`src/rtl/fpu_pkg.sv`:
```
// Shared FPU definitions: sign-injection op encoding and the bit-level result helper
// used by the sign-injection stage and any other unit that needs the same result.
package fpu_pkg;

   typedef enum logic [1:0] {
      SGNJ_J   = 2'b00,
      SGNJ_N   = 2'b01,
      SGNJ_X   = 2'b10,
      SGNJ_RSV = 2'b11
   } sgnj_op_t;

   localparam int FP_W        = 32;
   localparam int FP_SIGN_BIT = 31;

   // Reserved op passes x1 through untouched; the caller flags it as illegal.
   function automatic logic [FP_W-1:0] sgnj_result(input sgnj_op_t op,
                                                    input logic [FP_W-1:0] x1,
                                                    input logic [FP_W-1:0] x2);
      logic sgn;
      sgn = x1[FP_SIGN_BIT];
      case (op)
         SGNJ_J:  sgn = x2[FP_SIGN_BIT];
         SGNJ_N:  sgn = ~x2[FP_SIGN_BIT];
         SGNJ_X:  sgn = x1[FP_SIGN_BIT] ^ x2[FP_SIGN_BIT];
         default: sgn = x1[FP_SIGN_BIT];
      endcase
      return {sgn, x1[FP_SIGN_BIT-1:0]};
   endfunction

   function automatic logic sgnj_illegal(input sgnj_op_t op);
      return (op == SGNJ_RSV);
   endfunction

endpackage

```
`src/rtl/fpu_pipe_reg.sv`:
```
// One valid/ready register slice. Holds its payload stable while stalled;
// flush drops the valid bit but leaves the payload, reset clears both.
module fpu_pipe_reg #(
   parameter int W = 8
) (
   input  logic         clk,
   input  logic         rst,
   input  logic         flush,
   input  logic         in_valid,
   output logic         in_ready,
   input  logic [W-1:0] in_data,
   output logic         out_valid,
   input  logic         out_ready,
   output logic [W-1:0] out_data
);

   assign in_ready = !out_valid || out_ready;

   always_ff @(posedge clk) begin
      if (rst) begin
         out_valid <= 1'b0;
         out_data  <= '0;
      end else if (flush) begin
         out_valid <= 1'b0;
      end else if (in_ready) begin
         out_valid <= in_valid;
         if (in_valid) begin
            out_data <= in_data;
         end
      end
   end

endmodule

```
`src/rtl/fpu_sgnj_stage.sv`:
```
// Two-stage sign-injection execution unit (FSGNJ/FSGNJN/FSGNJX) with tag carry,
// backpressure, flush and a completed-op counter.
module fpu_sgnj_stage
   import fpu_pkg::*;
#(
   parameter int TAG_W = 5,
   parameter int CNT_W = 32
) (
   input  logic             clk,
   input  logic             rst,
   input  logic             flush,
   input  logic             in_valid,
   output logic             in_ready,
   input  logic [1:0]       in_op,
   input  logic [31:0]      in_x1,
   input  logic [31:0]      in_x2,
   input  logic [TAG_W-1:0] in_tag,
   output logic             out_valid,
   input  logic             out_ready,
   output logic [31:0]      out_y,
   output logic [TAG_W-1:0] out_tag,
   output logic             out_illegal,
   output logic [CNT_W-1:0] op_count
);

   localparam int S1_W = 2 + 2*FP_W + TAG_W;
   localparam int S2_W = 1 + FP_W + TAG_W;

   logic             s1_ready;
   logic             s1_v;
   logic [S1_W-1:0]  s1_data;
   logic             s2_ready;
   logic [S2_W-1:0]  s2_in;
   logic [S2_W-1:0]  s2_data;

   logic [1:0]       s1_op;
   logic [31:0]      s1_x1;
   logic [31:0]      s1_x2;
   logic [TAG_W-1:0] s1_tag;

   fpu_pipe_reg #(.W(S1_W)) u_s1 (
      .clk       (clk),
      .rst       (rst),
      .flush     (flush),
      .in_valid  (in_valid),
      .in_ready  (s1_ready),
      .in_data   ({in_op, in_x1, in_x2, in_tag}),
      .out_valid (s1_v),
      .out_ready (s2_ready),
      .out_data  (s1_data)
   );

   assign {s1_op, s1_x1, s1_x2, s1_tag} = s1_data;

   assign s2_in = {sgnj_illegal(sgnj_op_t'(s1_op)),
                   sgnj_result(sgnj_op_t'(s1_op), s1_x1, s1_x2),
                   s1_tag};

   fpu_pipe_reg #(.W(S2_W)) u_s2 (
      .clk       (clk),
      .rst       (rst),
      .flush     (flush),
      .in_valid  (s1_v),
      .in_ready  (s2_ready),
      .in_data   (s2_in),
      .out_valid (out_valid),
      .out_ready (out_ready),
      .out_data  (s2_data)
   );

   assign {out_illegal, out_y, out_tag} = s2_data;

   // Held low during reset so upstream never sees a handshake that reset would discard.
   assign in_ready = s1_ready && !rst;

   always_ff @(posedge clk) begin
      if (rst) begin
         op_count <= '0;
      end else if (out_valid && out_ready && !flush) begin
         op_count <= op_count + CNT_W'(1);
      end
   end

endmodule
```
`config.mk`:
```
export PLATFORM = sky130hd
export DESIGN_NAME = fpu_sgnj_stage
export DESIGN_NICKNAME = d
export VERILOG_FILES = /design/src/rtl/fpu_pkg.sv /design/src/rtl/fpu_pipe_reg.sv /design/src/rtl/fpu_sgnj_stage.sv
export SDC_FILE = /design/constraint.sdc
export NUM_CORES = 1
export LEC_CHECK = 0
export CORE_AREA = 2 2 113 104
export DETAILED_ROUTE_END_ITERATION = 8
export DIE_AREA = 0 0 115 106
export PLACE_DENSITY_LB_ADDON = 0.08
export SLEW_MARGIN = 20
export SYNTH_ARGS = -nofsm -noshare
export SYNTH_HDL_FRONTEND = slang
export SYNTH_SLANG_ARGS = --single-unit
```
`constraint.sdc`:
```
create_clock -name clk -period 2.7 [get_ports clk]
set_clock_uncertainty 0.1 [all_clocks]
set_input_delay 0.27 -clock clk [delete_from_list [all_inputs] [get_ports clk]]
set_output_delay 0.27 -clock clk [all_outputs]
set_load 0.02 [all_outputs]
```
# Yosys cells after proc, flatten, opt, wreduce, memory -nomap -nowiden
# Index checks and enable logic that the tools add are counted.
# word_totals
out_inout_bits,72
word_cells,26
ff_bits,143
# op_classes
addsub,1
n_reduce_logical,13
n_eq_ne,3
bitwise,3
n_mux,1
# op_table
cell,n
adder 32 x 1 -> 32 bit (second input constant),1
AND reduction 3 bit,2
equality test 2 bit (second input constant),2
logical NOT 1 bit,4
logical AND 1 bit,3
case mux 1 bit (3 select lines),1
equality test 2 x 1 -> 1 bit (second input constant),1
logical NOT 2 bit,1
logical OR 1 bit,2
inverter 1 bit,2
OR reduction 2 bit,1
bitwise XOR 1 bit,1

# Logic depth before layout (Yosys ltp)
# Gate-level depths: netlist of run 1.
# depth
ltp_word,4
mapped_depth,6

# Modules after synthesis
# A second synthesis of run 1 with hierarchy kept.
# hier_totals
hier_cells,675
area_unflattened_um2,6737.7
# modules_own_cells
module,cells_per_inst,instances,area_per_inst_um2
fpu_pipe_reg at u_s1,313,1,3288.2
fpu_pipe_reg at u_s2,170,1,1764.2
fpu_sgnj_stage,192,1,1685.4

# Least setup slack after synthesis of run 1
# No wires, ideal clock.
# synth_path
path_type,register to register
startpoint,register op_count[9]
endpoint,register op_count[25]
synth_period_minus_slack_ps,2228
setup_time_ps,121
required_time_ps,2479
setup_slack_ps,472
arrival_time_ps,2007
path_stages_with_launch,6
path_cell_list,dfxtp_1 > nand4_2 > or4_1 > buf_2 > nor4_1 > mux2_2
# synth_between
elab_chain_cells,1
# synth_rtl
element,line_no,text
"start, declared",fpu_sgnj_stage.sv:23,output logic [CNT_W-1:0] op_count
"start signal, assigned",fpu_sgnj_stage.sv:80,op_count <= op_count + CNT_W'(1);
adder 32 x 1 -> 32 bit,fpu_sgnj_stage.sv:80,
# Every way passes these cells.
# A chain may end at the register's enable or synchronous reset.

# Final worst setup path of run 1
# layout_path
startpoint,register u_s2.out_valid
endpoint,output in_ready
# layout_between
elab_chain_cells,4
# layout_rtl
element,line_no,text
"start, declared",fpu_pipe_reg.sv:12,"output logic out_valid,"
"start signal, assigned",fpu_pipe_reg.sv:26,out_valid <= in_valid;
logical NOT 1 bit,fpu_pipe_reg.sv:17,assign in_ready = !out_valid || out_ready;
logical OR 1 bit (2 in series),fpu_pipe_reg.sv:17,
logical AND 1 bit,fpu_sgnj_stage.sv:74,assign in_ready = s1_ready && !rst;
"end, declared",fpu_sgnj_stage.sv:13,"output logic in_ready,"
# Every way passes these cells.

==> results of run 1 <==
[report_power, final]
group / switching (mW) / internal [mW]
logic: 0.105 / 0.100
clock network: 0.598 / 0.715
registers: 0.0176 / 1.68
[layer usage]
| metal | global-route usage, % | share of wire (%) |
|---|---|---|
| met4 | 5.94 | 1.3 |
| met2 | 27.9 | 45 |
| met3 | 4.79 | 5.5 |
| met1 | 24.1 | 48 |
| met5 | 0 | 0 |
[worst max-delay path, cell delays in order (launching register included)]
cell	delay [ns]
dfxtp_1	0.45
nor2b_1	0.57
a21oi_1	0.16
clkdlybuf4s50_1	0.57
[cells by family after synthesis]
kind of cell | Yosys count | share of synthesized area (%)
AOI/OAI and AO/OA | 112 | 13.2
adders and majority gates | 1 | 0.287
muxes | 10 | 2.56
buffers and inverters | 39 | 3.62
and+or+nand+nor | 260 | 27.4
DFF | 112 | 51.5
xor gates and xnor gates | 7 | 1.41
[sequential cells by signal, summed over array words and instances, names as in the netlist]
signal,count
op_count,32
u_s1.out_valid,1
u_s2.out_valid,1
u_s2.out_data,38
u_s1.out_data,40
[final timing paths]
| kind | cells after the start | to | slack [ns] | start |
|---|---|---|---|---|
| worst max-delay path | 3 | in_ready | 0.24 | u_s2.out_valid |
| worst min-delay path | 2 | op_count[8] | 0.24 | rst |
| worst max register to register | 4 | op_count[26] | 0.43 | op_count[9] |
| worst min register to register | 2 | u_s2.out_data[0] | 0.35 | u_s1.out_data[0] |
[synthesized netlist by cell type (2+ instances only)]
| cell | instances |
|---|---|
| nor2b_1 | 10 |
| inv_1 | 5 |
| nand4_1 | 5 |
| and2_1 | 2 |
| o31ai_1 | 4 |
| o21ai_0 | 11 |
| buf_2 | 3 |
| or4_1 | 8 |
| and3_1 | 2 |
| mux2_2 | 9 |
| nor3_1 | 7 |
| buf_1 | 3 |
| nand3_1 | 12 |
| and4_1 | 3 |
| dfxtp_1 | 112 |
| nand2b_1 | 2 |
| xor2_1 | 3 |
| xnor2_1 | 4 |
| nand2_1 | 164 |
| nor4_1 | 8 |
| clkbuf_1 | 27 |
| nor2_1 | 20 |
| or3_1 | 11 |
| a21oi_1 | 95 |
[cells in the final DEF (no fill, tap or decap), drive strengths merged, types with 9 or more instances in the layout]
master and n:
nand2 164, clkdlybuf4s50 115, dfxtp 112, a21oi 95, nor2 20, nand3 12
o21ai 11, or3 11, nor2b 10, clkbuf 10, buf 10, mux2 9
[final cells by class]
type,instances,area (um2),share of cell area [%]
Multi-Input combinational cell,390,1970,33.2
Inverter,5,18.8,0.316
Clock inverter,6,60.1,1.01
Clock buffer,10,229,3.85
Sequential cell,112,2240,37.7
Timing Repair Buffer,125,1250,21.1
Tap cell,136,170,2.86
==> flow_metrics.tcl, run 1 <==
set metrics [dict create \
    drc 0 \
    holdBufCountCts 0 \
    synth_edf_count 0 \
    hold_class "in -> reg" \
    ys.warnings.count 0 \
    total_power_mw 3.22 \
    dr.pass1.iters 4 \
    setup_violations 0 \
    yosysTopAreaCell "dfxtp_1" \
    ys_seq_area_share_pct 51.5 \
    power_density_nw_per_um2 542 \
    drive_gt1_share_pct 6.02 \
    vias 3999 \
    io_buffer_count 116 \
    synth_cell_types 35 \
    critPathMaxFanout 7 \
    fin_util_pct 53.5 \
    fin_hold_ws_ns 0.240 \
    die-area_um2 12200 \
    ctsRootBufferMaster "clkbuf_16" \
    grt_pass1_wl_um 17500 \
    tns_ns 0 \
    cts-buffers-inserted 9 \
    final.period_utilization_pct 91.2 \
    cts_htree_levels 3 \
    syn_inst 541 \
    rsz0062_at_grt "false" \
    core_area_um2 11100 \
    clk_path_buf_depth 2 \
    drv_cap 0 \
    min_period_ns 2.46 \
    clk_pin_slew_worst_paths_ns 0.07 \
    grt_overflow 0 \
    n_antenna_cell 0 \
    hold_viol_final 0 \
    dp_cells 768 \
    gr-usage-all-layers_pct 17.9 \
    setup_slack_ns 0.238 \
    drt_wl_total_um 10800 \
    crit_arrival_ns 2.09 \
    finish.instance_area_um2 5940 \
    cts_tree "built" \
    detail_route.iter0.violations 211 \
    fillers 1096 \
    syn_area_per_cell_um2 8.05 \
    synth_area_leaders "dfxtp_1 51%, nand2_1 14%, a21oi_1 11%" \
    synth-seq-cells 112 \
    required_ns 2.33 \
    synthToLayoutAreaGrowth_pct 36.5 \
    gp_congestion 0.740 \
    tightest_slew_ns 0.851 \
    status "completed" \
    boundaryPins 148 \
    final_antenna_net_count 0 \
    post_drt_wl_per_cell_um 13.8 \
    layout.cells.non_filler 784 \
    grt_max_degree 84 \
    maxSlewHeadroom_pct 43.3 \
    clk_latency_ns 0.35 \
    slew_violations 0 \
    synth_nets 618 \
    p_leak_nw 2.03 \
    cts_resized 0 \
    dp_slack_ns 0.0916 \
    placed_area_um2 5650 \
    grt_pass1_vias 3637 \
    path_class "reg -> out" \
    via_per_inst 5.10 \
    dp_hpwl_um 7100 \
    die_height_um 106 \
    initial_core_util_pct 39.2 \
    ir_worst_vdd_mv 0.343 \
    die_x_um 115 \
    end_kind "output port" \
    max_freq_mhz 406 \
    cts.sinks 112 \
    num_rows 37 \
    postCtsSetupBuffers 0 \
    synth-main-ff-cell "dfxtp_1" \
    synth.cell_area_um2 4350 \
    finish.net_count 720 \
    critPathLaunchType "flip-flop" \
    antenna_found_initial 0 \
    synthArstFlopShare_pct 0 \
    yosysTopAreaCellShare_pct 51.5 \
]
No activity file was read; power rests on OpenSTA's default activity.
==> inputs of run 2 (changes only) <==
Settings changed: CTS_BUF_LIST set to sky130_fd_sc_hd__clkbuf_8, GPL_ROUTABILITY_DRIVEN set to 0.
==> flow_metrics.tcl, run 2 (same netlist as run 1, synthesis figures left out) <==
set metrics [dict create \
    status "completed" \
    grt_pass1_wl_um 17500 \
    cts_tree "built" \
    die_height_um 106 \
    finish.instance_area_um2 5840 \
    p_int_mw 2.20 \
    ctsRootBufferMaster "clkbuf_8" \
    layout_commonest_cell "nand2_1" \
    core_area_um2 11100 \
    hp-start "rst" \
    n_antenna_cell 0 \
    worstPathCellList "nor2b_1, a21oi_1, clkdlybuf4s50_1" \
    boundaryPins 148 \
    critPathMaxFanout 7 \
    crit_path_top_delay_cell "clkdlybuf4s50_1" \
    fin_util_pct 52.6 \
    min_period_ns 2.48 \
    r2r_start "op_count[9]" \
    cts.sinks 112 \
    finish.net_count 720 \
    clkPwrFrac_pct 34.0 \
    layout_common_cells "164 x nand2_1, 115 x clkdlybuf4s50_1, 112 x dfxtp_1, 95 x a21oi_1, 20 x nor2_1" \
    fin_hold_ws_ns 0.215 \
    maxSlewHeadroom_pct 43.0 \
    comb_power_share_pct 7.1 \
    synthToLayoutAreaGrowth_pct 34.2 \
    drive_gt1_share_pct 6.02 \
    holdBufCountCts 0 \
    die-area_um2 12200 \
    drc 0 \
    clk_pin_slew_worst_paths_ns 0.10 \
    hold_viol_final 0 \
    rsz0062_at_grt "false" \
    p_leak_nw 1.98 \
    final.period_utilization_pct 91.9 \
    fillers 1114 \
    required_ns 2.33 \
    drt_wl_total_um 10800 \
    postCtsSetupBuffers 0 \
    detail_route.iter0.violations 218 \
    initial_core_util_pct 39.2 \
    cts-buffers-inserted 9 \
    drv_cap 0 \
    end_kind "output port" \
    crit_arrival_ns 2.11 \
    pwr-share-seq_pct 58.9 \
    largest_reg_flops 40 \
    top_register "u_s1.out_data" \
    die_x_um 115 \
    dr.pass1.iters 4 \
    post_drt_wl_per_cell_um 13.8 \
    slew_violations 0 \
    clk_latency_ns 0.37 \
    gr-usage-all-layers_pct 17.7 \
    path_class "reg -> out" \
    tightest_slew_ns 0.854 \
    placed_area_um2 5650 \
    io_buffer_count 116 \
    grt_max_degree 84 \
    dp_slack_ns 0.0916 \
    vias 3969 \
    switching_power_mw 0.682 \
    layout.cells.non_filler 784 \
    max_stage_delay_ns 0.57 \
    hold_class "in -> reg" \
    grt_overflow 0 \
    cts_htree_levels 3 \
    critPathLaunchType "flip-flop" \
    clk_path_buf_depth 2 \
    total_power_mw 2.89 \
    max_freq_mhz 403 \
    setup_slack_ns 0.219 \
    via_per_inst 5.06 \
    num_rows 37 \
    dp_cells 768 \
    cp-startpoint "u_s2.out_valid" \
    sw_frac_of_total_pct 23.6 \
    tns_ns 0 \
    dp_hpwl_um 7100 \
    final_antenna_net_count 0 \
    top_regs "u_s1.out_data (40), u_s2.out_data (38), op_count (32)" \
    power_density_nw_per_um2 494 \
    antenna_found_initial 0 \
    grt_pass1_vias 3630 \
    ir_worst_vdd_mv 0.346 \
    setup_violations 0 \
    cts_resized 0 \
]
[run 2: cell count changes in the layout (fill, tap and decap cells not counted), sizes merged]
| cell | previous run | this run |
|---|---|---|
| clkbuf | 10 | 9 |
| inv | 5 | 6 |
[run 2: path summary, 6_finish.rpt]
kind / endpoint / slack, ns / cells past startpoint
setup / recovery: in_ready / 0.22 / 3
hold / removal: op_count[8] / 0.22 / 2
hold reg to reg: u_s2.out_data[0] / 0.35 / 2
setup reg to reg: op_count[26] / 0.42 / 4
[run 2: area by class of cell]
type	count	area [um2]	area share (%)
clock buffer	9	124	2.12
sequential	112	2240	38.4
timing repair buffer	125	1250	21.4
inverter	5	18.8	0.321
multi-input combinational	390	1970	33.8
clock inverter	7	63.8	1.09
tap	136	170	2.91
[run 2: critical path, delay by kind of cell (launching register included)]
family | cells | cell delay (ns)
AO/OA/AOI/OAI | 1 | 0.16
buffers and inverters | 1 | 0.57
flip-flops | 1 | 0.46
AND/OR/NAND/NOR | 1 | 0.56
[run 2: metal layers]
layer / global-route usage (%) / wire (um) / up-vias
met5: 0 / 0 / -
met4: 4.91 / 102 / 0
met3: 4.79 / 569 / 8
met2: 27.9 / 4940 / 79
met1: 24.0 / 5220 / 1864
li1: - / - / 2018
[run 2: power groups by stage]
stage	clock (mW)	combinational [mW]	sequential (mW)
floorplan	0	0.0924	1.74
global placement	0	0.205	1.74
detailed placement	0	0.207	1.74
CTS	1.02	0.208	1.70
global route	1.08	0.226	1.70
finish	0.981	0.205	1.70
==> inputs of run 3 (changes only) <==
Settings changed: CORE_AREA 2 2 113 104 to 3 3 109 111, DIE_AREA 0 0 115 106 to 0 0 112 114.
==> flow_metrics.tcl, run 3 (same netlist as run 1, synthesis figures left out) <==
set metrics [dict create \
    path_class "reg -> out" \
    crit_arrival_ns 2.09 \
    critPathLaunchType "flip-flop" \
    io_buffer_count 116 \
    finish.instance_area_um2 5820 \
    r2r_slack_ns 0.36 \
    final_antenna_net_count 0 \
    top_register "u_s1.out_data" \
    dp_slack_ns 0.127 \
    dp_hpwl_um 7320 \
    boundaryPins 148 \
    max_stage_delay_ns 0.58 \
    fin_hold_ws_ns 0.332 \
    core_area_um2 10900 \
    cts.sinks 112 \
    layout.cells.non_filler 788 \
    required_ns 2.33 \
    setup_violations 0 \
    num_rows 38 \
    regArea_um2 2240 \
    ctsRootBufferMaster "clkbuf_8" \
    layout_commonest_cell "nand2_1" \
    top_regs "u_s1.out_data (40), u_s2.out_data (38), op_count (32)" \
    end_kind "output port" \
    grt_max_degree 77 \
    placed_area_um2 5650 \
    vias 3921 \
    power_density_nw_per_um2 478 \
    post_drt_wl_per_cell_um 13.7 \
    max_freq_mhz 406 \
    total_power_mw 2.78 \
    die-area_um2 12800 \
    cts_htree_levels 3 \
    cts_tree "built" \
    maxSlewHeadroom_pct 40.8 \
    final.period_utilization_pct 91.2 \
    grt_overflow 0 \
    fin_util_pct 53.4 \
    status "completed" \
    gr-usage-all-layers_pct 16.5 \
    drive_gt1_share_pct 6.17 \
    cts_resized 0 \
    layout_common_cells "164 x nand2_1, 115 x clkdlybuf4s50_1, 112 x dfxtp_1, 95 x a21oi_1, 20 x nor2_1" \
    p_leak_nw 1.96 \
    multiInputGateArea_um2 1970 \
    clk_pin_slew_worst_paths_ns 0.10 \
    die_height_um 114 \
    initial_core_util_pct 40.0 \
    holdBufCountCts 0 \
    largest_reg_flops 40 \
    dp_cells 773 \
    drt_wl_total_um 10800 \
    drc 0 \
    ir_worst_vdd_mv 0.229 \
    antenna_found_initial 0 \
    grt_pass1_wl_um 17300 \
    crit_path_top_delay_cell "clkdlybuf4s50_1" \
    die_x_um 112 \
    hold_viol_final 0 \
    critPathBufInv 1 \
    hold_class "in -> reg" \
    tns_ns 0 \
    crit_family "buffers and inverters" \
    detail_route.iter0.violations 277 \
    grt_pass1_vias 3647 \
    fillers 1104 \
    n_antenna_cell 0 \
    worstPathCellList "nor2b_1, a21oi_1, clkdlybuf4s50_1" \
    postCtsSetupBuffers 0 \
    clk_path_buf_depth 2 \
    dr.pass1.iters 5 \
    critPathMaxFanout 7 \
    via_per_inst 4.98 \
    slew_violations 0 \
    setup_slack_ns 0.237 \
    min_period_ns 2.46 \
    cts-buffers-inserted 9 \
    drv_cap 0 \
    tightest_slew_ns 0.885 \
    finish.net_count 721 \
    rsz0062_at_grt "false" \
    synthToLayoutAreaGrowth_pct 33.6 \
    clk_latency_ns 0.37 \
]
run 3: where the power goes:
group	switching, mW	internal [mW]	total (mW)
sequential	0.0176	1.68	1.70
clock	0.553	0.326	0.879
combinational	0.102	0.0984	0.201
run 3: path summary, 6_finish.rpt:
kind | from | endpoint | depth (start not counted)
max | u_s2.out_valid | in_ready | 3
min | in_x1[19] | u_s1.out_data[56] | 3
max reg2reg | op_count[9] | op_count[31] | 4
min reg2reg | u_s1.out_data[43] | u_s2.out_data[11] | 2
run 3: cell type report:
class | count | share of cell area, %
sequential | 112 | 38.6
multi-input combinational | 390 | 33.9
timing repair buffer | 126 | 21.4
tap | 140 | 3.01
clock buffer | 9 | 2.13
clock inverter | 6 | 0.645
inverter | 5 | 0.323
run 3: routing by layer:
layer	global-route usage (%)	vias to the layer above	share of wire, %
met5	0	-	0
met4	5.29	0	1.1
met3	4.83	8	6.2
met2	28.5	73	48
met1	20.0	1821	45
li1	-	2019	-
run 3: worst reg2reg max path, cell delays in order (launching register included):
cell and delay, ns:
dfxtp_1 0.44, nand4_2 0.23, or4_1 0.76, nor4_1 0.35, mux2_2 0.37
